## config.mk

```make
export PLATFORM = sky130hd
export DESIGN_NAME = irq_pending_latch
export DESIGN_NICKNAME = d
export VERILOG_FILES = /design/src/rtl/irq_pkg.sv /design/src/rtl/irq_sync_edge.sv /design/src/rtl/irq_pending_latch.sv
export SDC_FILE = /design/constraint.sdc
export NUM_CORES = 1
export LEC_CHECK = 0
export BUFFER_PORTS_ARGS = -buffer_cell sky130_fd_sc_hd__buf_4
export CAP_MARGIN = 5
export CORE_MARGIN = 2
export CORE_UTILIZATION = 35
export CTS_CLUSTER_SIZE = 8
export DETAILED_ROUTE_END_ITERATION = 6
export SYNTH_ARGS = -nofsm -noshare
export SYNTH_HDL_FRONTEND = slang
export SYNTH_SLANG_ARGS = --single-unit
```

## constraint.sdc

```tcl
create_clock -name clk -period 2.2 [get_ports clk]
set_input_delay 0.66 -clock clk [delete_from_list [all_inputs] [get_ports clk]]
set_output_delay 0.66 -clock clk [all_outputs]
set_load 0.05 [all_outputs]
```

## src/rtl/irq_pkg.sv

```systemverilog
// Shared definitions for the interrupt pending-latch front end: channel count,
// index width and the arbitration FSM state encoding.
package irq_pkg;

  localparam int unsigned IRQ_N_CH  = 4;
  localparam int unsigned IRQ_IDX_W = 2;

  typedef enum logic [1:0] {
    IDLE     = 2'd0,
    ARB      = 2'd1,
    WAIT_ACK = 2'd2,
    CLEAR    = 2'd3
  } irq_state_e;

  function automatic logic [IRQ_N_CH-1:0] idx_onehot(input logic [IRQ_IDX_W-1:0] idx);
    idx_onehot      = '0;
    idx_onehot[idx] = 1'b1;
  endfunction

endpackage

```

## src/rtl/irq_sync_edge.sv

```systemverilog
// Single-channel synchroniser chain plus history flop; flags a rising edge of
// the synchronised request for one clock.
module irq_sync_edge #(
  parameter int unsigned SYNC_STAGES = 2
) (
  input  logic clk,
  input  logic rst_n,
  input  logic irq_in,
  output logic edge_evt
);

  logic [SYNC_STAGES-1:0] r_sync;
  logic                   r_hist;

  always_ff @(posedge clk or negedge rst_n) begin
    if (!rst_n) begin
      r_sync <= '0;
      r_hist <= 1'b0;
    end else begin
      r_sync <= {r_sync[SYNC_STAGES-2:0], irq_in};
      r_hist <= r_sync[SYNC_STAGES-1];
    end
  end

  assign edge_evt = r_sync[SYNC_STAGES-1] & ~r_hist;

endmodule

```

## src/rtl/irq_pending_latch.sv

```systemverilog
// Four-channel interrupt front end: latches synchronised request edges, drives
// an external priority encoder, and offers the chosen index over valid/ack.
module irq_pending_latch
  import irq_pkg::*;
#(
  parameter int unsigned N_CH        = 4,
  parameter int unsigned SYNC_STAGES = 2
) (
  input  logic                 clk,
  input  logic                 rst_n,
  input  logic [N_CH-1:0]      irq_in,
  input  logic [N_CH-1:0]      mask,
  output logic [N_CH-1:0]      enc_d,
  output logic                 enc_en,
  input  logic [IRQ_IDX_W-1:0] enc_out,
  output logic                 irq_valid,
  output logic [IRQ_IDX_W-1:0] irq_id,
  input  logic                 irq_ack,
  output logic [N_CH-1:0]      pending,
  output logic [N_CH-1:0]      overrun,
  input  logic [N_CH-1:0]      ovr_clr
);

  irq_state_e           r_state, w_state_next;
  logic [N_CH-1:0]      r_pending, r_overrun;
  logic                 r_enc_en, r_valid;
  logic [IRQ_IDX_W-1:0] r_id;

  logic [N_CH-1:0]      w_edge;
  logic [N_CH-1:0]      w_enc_d;
  logic [N_CH-1:0]      w_clr_vec;
  logic                 w_valid_next;
  logic [IRQ_IDX_W-1:0] w_id_next;

  for (genvar g = 0; g < N_CH; g++) begin : g_ch
    irq_sync_edge #(
      .SYNC_STAGES(SYNC_STAGES)
    ) u_sync (
      .clk     (clk),
      .rst_n   (rst_n),
      .irq_in  (irq_in[g]),
      .edge_evt(w_edge[g])
    );
  end

  assign w_enc_d   = r_pending & ~mask;
  assign w_clr_vec = (r_state == CLEAR) ? idx_onehot(r_id) : '0;

  // Set has priority over the service clear; an edge landing in the CLEAR
  // cycle of its own channel re-arms pending without counting as overrun.
  always_ff @(posedge clk or negedge rst_n) begin
    if (!rst_n) begin
      r_pending <= '0;
      r_overrun <= '0;
    end else begin
      r_pending <= (r_pending & ~w_clr_vec) | w_edge;
      r_overrun <= (r_overrun & ~ovr_clr) | (w_edge & r_pending & ~w_clr_vec);
    end
  end

  always_comb begin
    w_state_next = r_state;
    w_valid_next = r_valid;
    w_id_next    = r_id;
    case (r_state)
      IDLE: begin
        if (|w_enc_d) w_state_next = ARB;
      end
      ARB: begin
        if (|w_enc_d) begin
          w_id_next    = enc_out;
          w_valid_next = 1'b1;
          w_state_next = WAIT_ACK;
        end else begin
          w_state_next = IDLE;
        end
      end
      WAIT_ACK: begin
        if (irq_ack) begin
          w_valid_next = 1'b0;
          w_state_next = CLEAR;
        end
      end
      CLEAR: begin
        w_state_next = IDLE;
      end
      default: begin
        w_state_next = IDLE;
      end
    endcase
  end

  always_ff @(posedge clk or negedge rst_n) begin
    if (!rst_n) begin
      r_state  <= IDLE;
      r_valid  <= 1'b0;
      r_id     <= '0;
      r_enc_en <= 1'b0;
    end else begin
      r_state  <= w_state_next;
      r_valid  <= w_valid_next;
      r_id     <= w_id_next;
      r_enc_en <= (w_state_next == ARB);
    end
  end

  assign enc_d     = w_enc_d;
  assign enc_en    = r_enc_en;
  assign irq_valid = r_valid;
  assign irq_id    = r_id;
  assign pending   = r_pending;
  assign overrun   = r_overrun;

endmodule

```

Word-level counts from Yosys, hierarchy flattened
Index checks and enable logic that the tools add are counted.

word-level totals
  register bits = 26
  bits in latches = 0
  RAM bits = 0
  ROM bits = 0
  input bits = 17
  output and inout bits = 16
  logic and storage cells = 56
  memories kept = 0

operators by class
  $add $sub $neg = 0
  multiply operators = 0
  divide/modulo/power cells = 0
  order comparisons = 2
  equality and inequality tests = 6
  shift operators = 0
  multiplexer cells = 10
  bitwise logic cells = 18
  reduce and logical (&&, ||, !) cells = 6

operators by type and width
  operator            number
  $and 4x4->4         5
  $not 4->4           3
  $or 4x4->4          2
  $pmux 2 s4          1
  $mux 2              3
  $and 1x1->1         4
  $eq 2x1->1 const B  2
  $eq 2x2->1 const B  2
  $mux 4              1
  $ne 2x2->1 const B  2
  $not 1->1           4
  $reduce_or 4->1     1
  $lt 2x3->1 const B  1
  $mux 1              3
  $reduce_and 3->1    1
  $demux 1 s2         1
  $ge 2x1->1 const B  1
  $logic_not 2->1     1
  $pmux 1 s2          1
  $reduce_and 2->1    1
  $reduce_bool 2->1   1
  $logic_and 1x1->1   1

Logic depth before layout (Yosys ltp)
  word-level depth = 8
  mapped depth = 3

Hierarchy
Synthesis repeated with hierarchy kept, for this count alone.

second synthesis, totals
  cells, all modules = 70
  area total of the unflattened synthesis = 967.2 um2

by module, submodules not included
  module             times used  cells an instance  area an instance (um2)  seq. area each (um2)
  irq_pending_latch  1           54                 611.8                   350.3
  irq_sync_edge      4           4                  88.8                    75.1

Least setup slack after synthesis
Ideal clock, no wire load.

  path type = register to output
  from = reg r_pending[3] (netlist: pending[3])
  to = out enc_d[3]
  arrival time = 1,548 ps
  data required time = 1,540 ps
  path slack = -8 ps
  cell stages (with the launch flop) = 2
  buffers on the path = 0
  path through = dfrtp_1 -> nor2b_1

on the way
  cells in the longest elaborated chain, start to end = 1

ends and longest elaborated chain
  what                    RTL line                 source
  from (decl)             irq_pending_latch.sv:25  logic [N_CH-1:0] r_pending, r_overrun;
  from (signal assigned)  irq_pending_latch.sv:56  r_pending <= (r_pending & ~w_clr_vec) | w_edge;
  $and 4x4->4             irq_pending_latch.sv:46  assign w_enc_d = r_pending & ~mask;
  to (decl)               irq_pending_latch.sv:13  output logic [N_CH-1:0] enc_d,

Every way passes these cells.

Worst setup path in the final report
  from = in mask[3]
  to = out enc_d[3]

on the way
  cells in the longest elaborated chain, start to end = 2

ends and longest elaborated chain
  what         RTL line                 source
  from (decl)  irq_pending_latch.sv:12  input logic [N_CH-1:0] mask,
  $not 4->4    irq_pending_latch.sv:46
  $and 4x4->4  irq_pending_latch.sv:46

Every way passes these cells.

==> flow_metrics.py <==
metrics = {
    "outcome": {
        "outcome": "complete, no violations",
    },
    "sta": {
        "skew_ns": 0.00535,
        "min_period_ns": 1.89,
        "setup_viol": 0,
        "post-route-period-util_pct": 86.0,
        "drv_slew": 0,
        "worst_pin_slew_ns": 0.465,
        "timing.fmax_ghz": 0.529,
        "max-slew-margin-rel_pct": 68.6,
        "hold_viol_final": 0,
        "rsz0062_at_grt": "no",
        "fin_tns_setup_ns": 0,
    },
    "cells_and_area": {
        "layoutNonFillerInstCount": 131,
        "syn2layout_area_growth_pct": 33.3,
        "insertedDiodeCount": 0,
        "drive_above_1_share_pct": 41.6,
        "fin_nets": 120,
    },
    "power": {
        "sequentialPowerShare_pct": 39.8,
        "vdd_drop_max_v": 0.000680,
        "p_leak_uw": 0.000593,
        "p_sw_share_pct": 45.3,
        "p_switching_uw": 791,
        "powerDensity_nw_per_um2": 1430,
        "clockPowerShare_pct": 10.4,
        "intPower_uw": 955,
        "comb_power_share_pct": 49.8,
    },
    "yosys": {
        "yosys_warnings": 0,
        "synth_cell_types": 16,
        "avgSynthCellArea_um2": 13.9,
        "syn_area_um2": 917,
        "synth_fp_nets": 83,
        "ys_seq_area_share_pct": 70.9,
        "syn_inst": 66,
        "synth-seq-cells": 26,
    },
    "clock_network": {
        "cts.clk_slew.worst_paths_ns": 0.12,
        "cts_buffers": 3,
        "cts.sinks": 26,
        "ctsResizeCount": 0,
        "cts_max_level": 1,
        "cts_tree": "yes",
        "cts.hold.buffers_added": 0,
        "clockBufferDepth": 2,
        "cts_root_buf": "clkbuf_4",
        "cts_setup_buffers": 0,
        "clk_latency_ns": 0.30,
    },
    "global_route": {
        "grt_pass1_vias": 567,
        "antenna_found_initial": 0,
        "grt_pass1_wl_um": 2510,
        "grt_max_degree": 27,
        "track_usage_pct": 12.0,
        "overflow": 0,
    },
    "floorplan": {
        "die_x_um": 55.2,
        "fp.dieArea_um2": 3050,
        "die_h_um": 55.2,
        "core_um2": 2480,
        "rows": 18,
        "io_pins": 33,
        "start_util_pct": 37.0,
    },
    "detailed_routing": {
        "num_vias": 610,
        "detail_route.wl_per_cell_um": 12.0,
        "drt_wl_total_um": 1580,
        "drtIter0Drc": 6,
        "drc_errors": 0,
        "avgViaCountPerCell": 4.66,
        "drtAntennaViolNets": 0,
        "dr.pass1.iters": 3,
    },
    "critical_path": {
        "path_max_fanout": 3,
        "crit_arrival_ns": 1.23,
        "r2r_cells": 3,
        "cp.required_ns": 1.54,
        "endpoint_kind": "output port",
        "path_class": "input pin to output port",
        "startpoint_type": "input pin",
    },
    "flow_run": {
        "drv_cap": 0,
    },
    "min_path": {
        "hold_class": "input pin to async pin",
    },
    "place": {
        "gp_congestion": 0.686,
        "io_buffers": 32,
        "placedCellCount": 128,
        "dpl.hpwl_um": 1220,
    },
}
state kept, by name, indices dropped and copies added (netlist names):
| name | flops |
|---|---|
| enc_en | 1 |
| g_ch.u_sync.r_hist | 4 |
| g_ch.u_sync.r_sync | 8 |
| irq_id | 2 |
| irq_valid | 1 |
| overrun | 4 |
| pending | 4 |
| r_state | 2 |
cells in the mapped netlist:
master	count	area share, %
a21oi_1	1	0.55
dfrtp_1	26	71
inv_1	7	2.9
mux2_4	2	3.3
nand2_1	7	2.9
nand2b_1	4	2.7
nand3_1	1	0.55
nor2_1	1	0.41
nor2b_1	3	2.0
nor2b_4	2	3.0
o21ai_0	2	1.1
o21ai_1	1	0.55
o22ai_1	4	2.7
o31ai_1	3	2.5
o41ai_1	1	0.96
o41ai_4	1	3.0
power groups by stage:
stage               registers, µW  logic (µW)  clock network, µW
global route                  713         925                213
detailed placement            703         878                  0
CTS                           695         880                195
global placement              701         869                  0
finish                        694         871                182
floorplan                     997         314                  0
through the flow:
step | total power (µW) | utilization (%) | hold slack, ns | area [µm²] | setup slack [ns]
finish | 1750 | 49.3 | 0.232 | 1220 | 0.308
global route | 1850 | 49.3 | 0.236 | 1220 | 0.286
CTS | 1770 | 49.3 | 0.234 | 1220 | 0.321
detailed placement | 1580 | 48.4 | 0.342 | 1200 | 0.321
global placement | 1570 | 48.4 | 0.335 | 1200 | 0.331
floorplan | 1310 | - | 0.331 | 922 | 0.280
routing by layer:
layer  vias to the layer above  routed length [µm]  global-route usage (%)
met1                       297                 709                    15.4
met3                         2                  80                    1.88
met5                         -                   0                       0
met4                         0                  19                    7.32
met2                        17                 767                    19.2
li1                        294                   -                       -
critical path, stage by stage:
cell and delay (ns):
buf_4 0.11, nor2b_2 0.21, buf_4 0.24
cells by family after synthesis:
kind of cell / count (synthesis) / synth area share (%)
DFF: 26 / 70.9
and+or+nand+nor: 18 / 11.6
AOI/OAI and AO/OA: 13 / 11.3
buffers and inverters: 7 / 2.87
muxes: 2 / 3.27
layout make-up:
| class | count | area, µm² |
|---|---|---|
| clock buffers | 3 | 22.5 |
| flip-flops and latches | 26 | 651 |
| fillers | 235 | 1250 |
| multi-input cells | 33 | 245 |
| repair buffers | 32 | 240 |
| well taps | 30 | 37.5 |
| inverters | 7 | 26.3 |
worst paths after layout:
path / from / end / slack [ns]
min in group clk: g_ch[3].u_sync.r_sync[0] / g_ch[3].u_sync.r_sync[1] / 0.37
worst max-delay path: mask[3] / enc_d[3] / 0.31
worst max register to register: pending[1] / irq_id[0] / 0.71
max in group asynchronous: rst_n / g_ch[3].u_sync.r_sync[0] / 1.73
worst min register to register: g_ch[3].u_sync.r_sync[0] / g_ch[3].u_sync.r_sync[1] / 0.37
worst min-delay path: rst_n / g_ch[0].u_sync.r_sync[0] / 0.23
cells in the final DEF, fill, tap and decap left out:
| master | instances |
|---|---|
| nand2_1 | 7 |
| o21ai_1 | 1 |
| clkbuf_4 | 3 |
| nand3_1 | 1 |
| buf_4 | 32 |
| nand2b_1 | 4 |
| o41ai_4 | 1 |
| nor2b_1 | 1 |
| o31ai_1 | 3 |
| dfrtp_1 | 26 |
| a21oi_1 | 1 |
| o41ai_1 | 1 |
| nor2b_2 | 2 |
| o22ai_1 | 4 |
| inv_1 | 7 |
| nor2_1 | 1 |
| nor2b_4 | 2 |
| o21ai_0 | 2 |
| mux2_4 | 2 |
(Power assumes the default switching activity.)
